===== src/rtl/pre_arbiter_queue_if.sv =====
// rtl/pre_arbiter_queue_if.sv - descriptor ingress, arbiter handshake and per-port queue streams
interface pre_arbiter_queue_if #(
    parameter int pPORT_NUM   = 4,
    parameter int pFIFO_WIDTH = 16
);
    localparam int PORT_W = $clog2(pPORT_NUM);

    logic                               i_w_permition;
    logic [PORT_W-1:0]                  i_port_num;
    logic [pFIFO_WIDTH-1:0]             i_length_ptr;
    logic                               o_request;
    logic                               i_grant;
    logic                               o_busy;
    logic                               o_drop;
    logic [pPORT_NUM*pFIFO_WIDTH-1:0]   o_q_data;
    logic [pPORT_NUM-1:0]               o_q_valid;
    logic [pPORT_NUM-1:0]               i_q_ready;
    logic [pPORT_NUM-1:0]               o_q_full;

    modport master (
        output i_w_permition, i_port_num, i_length_ptr, i_grant, i_q_ready,
        input  o_request, o_busy, o_drop, o_q_data, o_q_valid, o_q_full
    );

    modport slave (
        input  i_w_permition, i_port_num, i_length_ptr, i_grant, i_q_ready,
        output o_request, o_busy, o_drop, o_q_data, o_q_valid, o_q_full
    );
endinterface


===== src/rtl/pre_arbiter_queue.sv =====
// rtl/pre_arbiter_queue.sv - ingress pre-arbiter feeding per-destination descriptor FIFOs
module pre_arbiter_queue #(
    parameter int pPORT_NUM     = 4,
    parameter int pFIFO_WIDTH   = 16,
    parameter int pQ_DEPTH      = 4,
    parameter int pSELF_PORT    = 0,
    parameter int pDROP_ON_FULL = 0
) (
    input  logic               iclk,
    input  logic               i_rst_n,
    pre_arbiter_queue_if.slave bus
);
    localparam int PW = $clog2(pPORT_NUM);
    localparam int AW = $clog2(pQ_DEPTH);
    localparam int CW = AW + 1;

    typedef enum logic [1:0] {IDLE, REQ, PUSH} state_t;

    state_t                   state_q;
    logic                     request_q;
    logic                     busy_q;
    logic                     drop_q;
    logic [PW-1:0]            port_q;
    logic [pFIFO_WIDTH-1:0]   ptr_q;

    logic [pFIFO_WIDTH-1:0]   mem_q  [pPORT_NUM][pQ_DEPTH];
    logic [AW-1:0]            wptr_q [pPORT_NUM];
    logic [AW-1:0]            rptr_q [pPORT_NUM];
    logic [CW-1:0]            cnt_q  [pPORT_NUM];
    logic [AW-1:0]            wptr_d [pPORT_NUM];
    logic [AW-1:0]            rptr_d [pPORT_NUM];
    logic [CW-1:0]            cnt_d  [pPORT_NUM];

    logic [pPORT_NUM-1:0]             valid;
    logic [pPORT_NUM-1:0]             full;
    logic [pPORT_NUM-1:0]             pop;
    logic [pPORT_NUM-1:0]             push;
    logic [pPORT_NUM*pFIFO_WIDTH-1:0] q_data;
    logic                             dest_bad;
    logic                             tgt_full;
    logic                             tgt_pop;
    logic                             push_ok;

    always_comb begin
        valid  = '0;
        full   = '0;
        pop    = '0;
        q_data = '0;
        for (int k = 0; k < pPORT_NUM; k++) begin
            valid[k] = (cnt_q[k] != '0);
            full[k]  = (cnt_q[k] == CW'(pQ_DEPTH));
            pop[k]   = valid[k] & bus.i_q_ready[k];
            q_data[k*pFIFO_WIDTH +: pFIFO_WIDTH] = mem_q[k][rptr_q[k]];
        end
    end

    // A pop on the target queue in the push cycle frees the slot we are about to fill.
    always_comb begin
        dest_bad = (int'(port_q) >= pPORT_NUM) || (int'(port_q) == pSELF_PORT);
        tgt_full = 1'b0;
        tgt_pop  = 1'b0;
        for (int k = 0; k < pPORT_NUM; k++) begin
            if (PW'(k) == port_q) begin
                tgt_full = full[k];
                tgt_pop  = pop[k];
            end
        end
        push_ok = (state_q == PUSH) && !dest_bad && (!tgt_full || tgt_pop);
        push = '0;
        for (int k = 0; k < pPORT_NUM; k++) begin
            push[k]   = push_ok && (PW'(k) == port_q);
            wptr_d[k] = wptr_q[k] + AW'(push[k]);
            rptr_d[k] = rptr_q[k] + AW'(pop[k]);
            cnt_d[k]  = cnt_q[k] + CW'(push[k]) - CW'(pop[k]);
        end
    end

    always_ff @(posedge iclk or negedge i_rst_n) begin
        if (!i_rst_n) begin
            state_q   <= IDLE;
            request_q <= 1'b0;
            busy_q    <= 1'b0;
            drop_q    <= 1'b0;
            port_q    <= '0;
            ptr_q     <= '0;
        end else begin
            drop_q <= 1'b0;
            case (state_q)
                IDLE: begin
                    if (bus.i_w_permition) begin
                        state_q   <= REQ;
                        request_q <= 1'b1;
                        busy_q    <= 1'b1;
                    end
                end
                REQ: begin
                    if (bus.i_grant) begin
                        port_q    <= bus.i_port_num;
                        ptr_q     <= bus.i_length_ptr;
                        state_q   <= PUSH;
                        request_q <= 1'b0;
                    end
                end
                PUSH: begin
                    if (dest_bad) begin
                        drop_q  <= 1'b1;
                        state_q <= IDLE;
                        busy_q  <= 1'b0;
                    end else if (!tgt_full || tgt_pop) begin
                        state_q <= IDLE;
                        busy_q  <= 1'b0;
                    end else if (pDROP_ON_FULL != 0) begin
                        drop_q  <= 1'b1;
                        state_q <= IDLE;
                        busy_q  <= 1'b0;
                    end
                end
                default: begin
                    state_q   <= IDLE;
                    request_q <= 1'b0;
                    busy_q    <= 1'b0;
                end
            endcase
        end
    end

    always_ff @(posedge iclk or negedge i_rst_n) begin
        if (!i_rst_n) begin
            for (int k = 0; k < pPORT_NUM; k++) begin
                wptr_q[k] <= '0;
                rptr_q[k] <= '0;
                cnt_q[k]  <= '0;
                for (int e = 0; e < pQ_DEPTH; e++) begin
                    mem_q[k][e] <= '0;
                end
            end
        end else begin
            for (int k = 0; k < pPORT_NUM; k++) begin
                if (push[k]) begin
                    mem_q[k][wptr_q[k]] <= ptr_q;
                end
                wptr_q[k] <= wptr_d[k];
                rptr_q[k] <= rptr_d[k];
                cnt_q[k]  <= cnt_d[k];
            end
        end
    end

    assign bus.o_request = request_q;
    assign bus.o_busy    = busy_q;
    assign bus.o_drop    = drop_q;
    assign bus.o_q_data  = q_data;
    assign bus.o_q_valid = valid;
    assign bus.o_q_full  = full;
endmodule

===== src/flat_wrapper.sv =====
// flat-port wrapper written by rule: the top's interface ports become plain ports
module pre_arbiter_queue_flat 
#(
    parameter int pPORT_NUM     = 4,
    parameter int pFIFO_WIDTH   = 16,
    parameter int pQ_DEPTH      = 4,
    parameter int pSELF_PORT    = 0,
    parameter int pDROP_ON_FULL = 0
)
  (iclk, i_rst_n, bus_i_w_permition, bus_i_port_num, bus_i_length_ptr, bus_i_grant, bus_i_q_ready, bus_o_request, bus_o_busy, bus_o_drop, bus_o_q_data, bus_o_q_valid, bus_o_q_full);
  pre_arbiter_queue_if #(.pPORT_NUM(pPORT_NUM), .pFIFO_WIDTH(pFIFO_WIDTH)) bus_i ();
  input  logic iclk;
  input  logic i_rst_n;
  input wire logic [$bits(bus_i.i_w_permition)-1:0] bus_i_w_permition;
  input wire logic [$bits(bus_i.i_port_num)-1:0] bus_i_port_num;
  input wire logic [$bits(bus_i.i_length_ptr)-1:0] bus_i_length_ptr;
  input wire logic [$bits(bus_i.i_grant)-1:0] bus_i_grant;
  input wire logic [$bits(bus_i.i_q_ready)-1:0] bus_i_q_ready;
  output wire logic [$bits(bus_i.o_request)-1:0] bus_o_request;
  output wire logic [$bits(bus_i.o_busy)-1:0] bus_o_busy;
  output wire logic [$bits(bus_i.o_drop)-1:0] bus_o_drop;
  output wire logic [$bits(bus_i.o_q_data)-1:0] bus_o_q_data;
  output wire logic [$bits(bus_i.o_q_valid)-1:0] bus_o_q_valid;
  output wire logic [$bits(bus_i.o_q_full)-1:0] bus_o_q_full;
  assign bus_i.i_w_permition = bus_i_w_permition;
  assign bus_i.i_port_num = bus_i_port_num;
  assign bus_i.i_length_ptr = bus_i_length_ptr;
  assign bus_i.i_grant = bus_i_grant;
  assign bus_i.i_q_ready = bus_i_q_ready;
  assign bus_o_request = bus_i.o_request;
  assign bus_o_busy = bus_i.o_busy;
  assign bus_o_drop = bus_i.o_drop;
  assign bus_o_q_data = bus_i.o_q_data;
  assign bus_o_q_valid = bus_i.o_q_valid;
  assign bus_o_q_full = bus_i.o_q_full;
  pre_arbiter_queue #(.pPORT_NUM(pPORT_NUM), .pFIFO_WIDTH(pFIFO_WIDTH), .pQ_DEPTH(pQ_DEPTH), .pSELF_PORT(pSELF_PORT), .pDROP_ON_FULL(pDROP_ON_FULL)) u_core (.iclk(iclk), .i_rst_n(i_rst_n), .bus(bus_i));
endmodule

===== config.mk =====
export PLATFORM = sky130hd
export DESIGN_NAME = pre_arbiter_queue_flat
export DESIGN_NICKNAME = d
export VERILOG_FILES = /design/src/rtl/pre_arbiter_queue_if.sv /design/src/rtl/pre_arbiter_queue.sv /design/src/flat_wrapper.sv
export SDC_FILE = /design/constraint.sdc
export NUM_CORES = 1
export LEC_CHECK = 0
export BUFFER_PORTS_ARGS = -buffer_cell sky130_fd_sc_hd__buf_2
export CORE_MARGIN = 5
export CORE_UTILIZATION = 40
export DETAILED_ROUTE_END_ITERATION = 10
export HOLD_SLACK_MARGIN = 0.06
export SKIP_LAST_GASP = 1
export SYNTH_ARGS = -nofsm -noshare
export SYNTH_HDL_FRONTEND = slang
export SYNTH_SLANG_ARGS = --single-unit

===== constraint.sdc =====
create_clock -name iclk -period 3 [get_ports iclk]
set_input_delay 0.15 -clock iclk [delete_from_list [all_inputs] [get_ports iclk]]
set_output_delay 0.15 -clock iclk [all_outputs]
set_load 0.02 [all_outputs]

==> results.tsv <==
stage	metric	value	unit
timing	final setup violation count	0	
power_and_ir_drop	power per unit of standard cell area	920	mW/mm^2
critical_path	crit-path max FO	13	
power_and_ir_drop	leakage power	7.67	nW
critical_path	type of origin of the critical path	flop	
detailed_routing	DR vias	6710	
global_routing	pin count of the biggest net entering global routing	95	
place	area post-placement	0.0142	mm^2
finish	area of the multi-input gates	0.00509	mm^2
timing	Min Clock Period, post-route	2.48	ns
flow_run	Max Cap Violations	0	
detailed_routing	DR DRC count	0	
clock_tree	clock tree from TritonCTS	built	
detailed_routing	wire length after detailed routing	27200	um
global_routing	via count of the first global-routing pass	7198	
global_routing	overflow left after global routing	0	
place	Final GP Congestion	0.692	
floorplan	effective utilization at floorplan	40.2	%
critical_path	Critical-path top delay cell	dfrtp_1	
place	I/O Buffers	100	
synth	synthesis-stage register bit count	305	
clock_tree	register clock-pin slew on the reported worst setup and hold paths	0.06	ns
detailed_routing	Iter 0 DRT Violations	220	
global_routing	first-pass GRT wire length	43500	um
timing	worst slew margin relative to its limit	39.8	%
critical_path	number of buffer and inverter stages on the critical path	2	
finish	total area of sequential cells	0.00763	mm^2
global_routing	global-route usage over all layers	15.1	%
critical_path	endpoint class of the critical path	flop	
synth	Syn Area/Cell	16.5	um^2
finish	Post-layout nets	937	
power_and_ir_drop	maximum vdd drop	464	uV
floorplan	# IOs	101	
clock_tree	Gates resized, CTS repair	0	
detailed_routing	Routed Antenna Nets	0	
finish	final cell area excluding filler cells	0.0154	mm^2
synth	Post-Syn Instances	811	
clock_tree	worst-case clock buffer depth	3	
synth	Syn Nets	856	
synth	Synth Cell Area	0.0134	mm^2
detailed_routing	routed length per placed instance	20.0	um
clock_tree	number of CTS-inserted buffers	35	
detailed_routing	mean number of vias per cell	4.93	
floorplan	die height	193	um
timing	Final Max Slew Viols	0	
clock_tree	clock sink count	305	
timing	Tightest Pin Transition	0.903	ns
status	result of the run	finished clean	
floorplan	area of the core region	0.0333	mm^2
clock_tree	maximum level of the CTS H-tree	2	
finish	leading cell types in the layout, fill and taps excluded	305 x dfrtp_1, 121 x mux2_2, 99 x buf_2	
place	dpl hpwl	17900	um
clock_tree	cell at the root of the clock tree	clkbuf_16	
synth	Netlist cell types	45	
timing	setup tns final	0	ns
synth	warning count from the yosys run	0	
detailed_routing	Detailed Routing Iterations Pass 1	4	
timing	post-route fraction of the period consumed by the critical path	82.5	%
finish	antenna diode count	0	
synth	post-synthesis sequential area ratio	57.0	%
timing	RSZ-0062 raised after global routing	no	
finish	most common cell after layout, fill and taps aside	dfrtp_1	
timing	hold violation count in the final report	0	
place	number of cells in the design after placement	1280	
finish	Final Instance Count excl. Fillers	1360	
floorplan	Cell Rows	67	
finish	filler cell count in the final layout	2876	
critical_path	CP Class	flop to flop	
floorplan	die span in x	193	um
critical_path	cell family contributing the most delay on the critical path	simple AND/OR/NAND/NOR gates	
global_routing	initial antenna violation count	0	
finish	area growth from synthesis to final layout	15.4	%
timing	worst setup skew after layout	0.0104	ns
critical_path	Critical Path Max Stage Delay	0.50	ns
floorplan	overall die area	0.0372	mm^2
timing	maximum achievable frequency	404	MHz
critical_path	cells traversed along the worst timing path	nor2_1, o2bb2ai_4, nor2_1, nor3b_1, buf_4, ha_1, inv_1, fa_1, xnor2_1, xnor2_1	
clock_tree	Clk Latency, worst-skew pair	0.50	ns
place	pre-CTS WS	0.536	ns
critical_path	required time at the worst-slack endpoint	3.38	ns
hold_path	class of the tightest hold or removal check	primary input to flop	
critical_path	CP Data Arrival Time	2.85	ns
timing	PnR worst setup slack	0.524	ns
finish	share of final-layout standard cells stronger than drive strength 1	49.6	%
[state kept, by name (all words and copies together) (netlist names)]
name / flops
u_core.bus.o_busy: 1
u_core.bus.o_drop: 1
u_core.bus.o_request: 1
u_core.cnt_q: 12
u_core.mem_q: 256
u_core.port_q: 2
u_core.ptr_q: 16
u_core.rptr_q: 8
u_core.state_q: 2
u_core.wptr_q: 6
[report_power, final]
part,switching (mW),internal [mW]
clock network,1.58,2.27
logic,1.92,2.14
registers,1.23,5.05
total,4.73,9.47
[Yosys cell counts (all sizes together)]
library cell | n | share of area [%]
nand4b | 1 | 0.065
nor2b | 1 | 0.047
nor4 | 1 | 0.047
xor2 | 7 | 0.46
nor3 | 6 | 0.22
inv | 21 | 0.59
or4b | 1 | 0.10
a21oi | 1 | 0.037
mux2i | 1 | 0.075
nor3b | 6 | 0.34
nand2 | 3 | 0.084
ha | 15 | 1.4
o2111ai | 4 | 0.79
nand3 | 2 | 0.075
mux2 | 210 | 20
nor4b | 5 | 0.47
and3 | 2 | 0.094
mux4 | 64 | 11
fa | 4 | 0.60
o21ai | 9 | 0.95
o22ai | 1 | 0.15
o2bb2ai | 1 | 0.21
xnor2 | 8 | 0.52
clkbuf | 90 | 2.5
buf | 22 | 1.8
o41ai | 1 | 0.065
or3 | 4 | 0.19
nand3b | 1 | 0.056
nor2 | 5 | 0.16
and2 | 4 | 0.19
nand2b | 3 | 0.14
conb | 1 | 0.028
dfrtp | 305 | 57
a311o | 1 | 0.075
[stage by stage]
stage          utilization, %  power [mW]  hold WS [ns]
3_3_place_gp             42.6        10.4         0.239
2_1_floorplan               -        9.10        -0.146
3_5_place_dp             42.6        10.5         0.243
5_1_grt                  46.4        15.1         0.115
4_1_cts                  46.4        14.5        0.0793
6_report                 46.4        14.2        0.0945
[routing by layer]
layer | vias up | routed length (um) | track usage (%)
li1 | 3031 | - | -
met1 | 3532 | 12900 | 22.1
met2 | 106 | 12500 | 23.2
met3 | 41 | 1220 | 3.08
met4 | 0 | 538 | 3.68
met5 | - | 0 | 0
[repair_timing]
item                      in CTS  in global routing
buffers inserted               0                  0
hold buffers                  23                  0
hold endpoints to repair     109                  0
[layout make-up]
| type | count | share of cell area, % |
|---|---|---|
| clock buffers | 52 | 6.41 |
| well taps | 448 | 3.63 |
| multi-input cells | 373 | 33.0 |
| flip-flops and latches | 305 | 49.4 |
| clock inverters | 5 | 0.235 |
| repair buffers | 156 | 6.81 |
| inverters | 21 | 0.511 |
[kinds of logic (layout without fill, tap and decap cells)]
group,after synthesis,in the layout,share of synthesized area [%]
AO/OA/AOI/OAI,18,18,2.27
XOR/XNOR,15,15,0.982
adder cells (fa/ha/maj),19,19,2.00
buffers and inverters,133,234,4.91
flip-flops,305,305,57.0
multiplexers,275,275,30.5
other,1,1,0.0280
AND/OR/NAND/NOR,45,45,2.27
[worst min-delay path, stage by stage]
cell	delay (ns)
buf_2	0.09
and2_1	0.18
ha_1	0.13
[worst paths after layout]
path	start	end	slack, ns	depth (start not counted)
max	u_core.port_q[1]	u_core.cnt_q[2]	0.52	10
min	bus_i_q_ready[0]	u_core.rptr_q[6]	0.09	3
max reg2reg	u_core.port_q[1]	u_core.cnt_q[2]	0.52	10
min reg2reg	u_core.mem_q[201]	u_core.mem_q[201]	0.37	0
max in group asynchronous	i_rst_n	u_core.mem_q[122]	1.88	3
min in group asynchronous	i_rst_n	u_core.rptr_q[1]	0.26	2
Note: power is estimated with default switching activity, not from simulation.
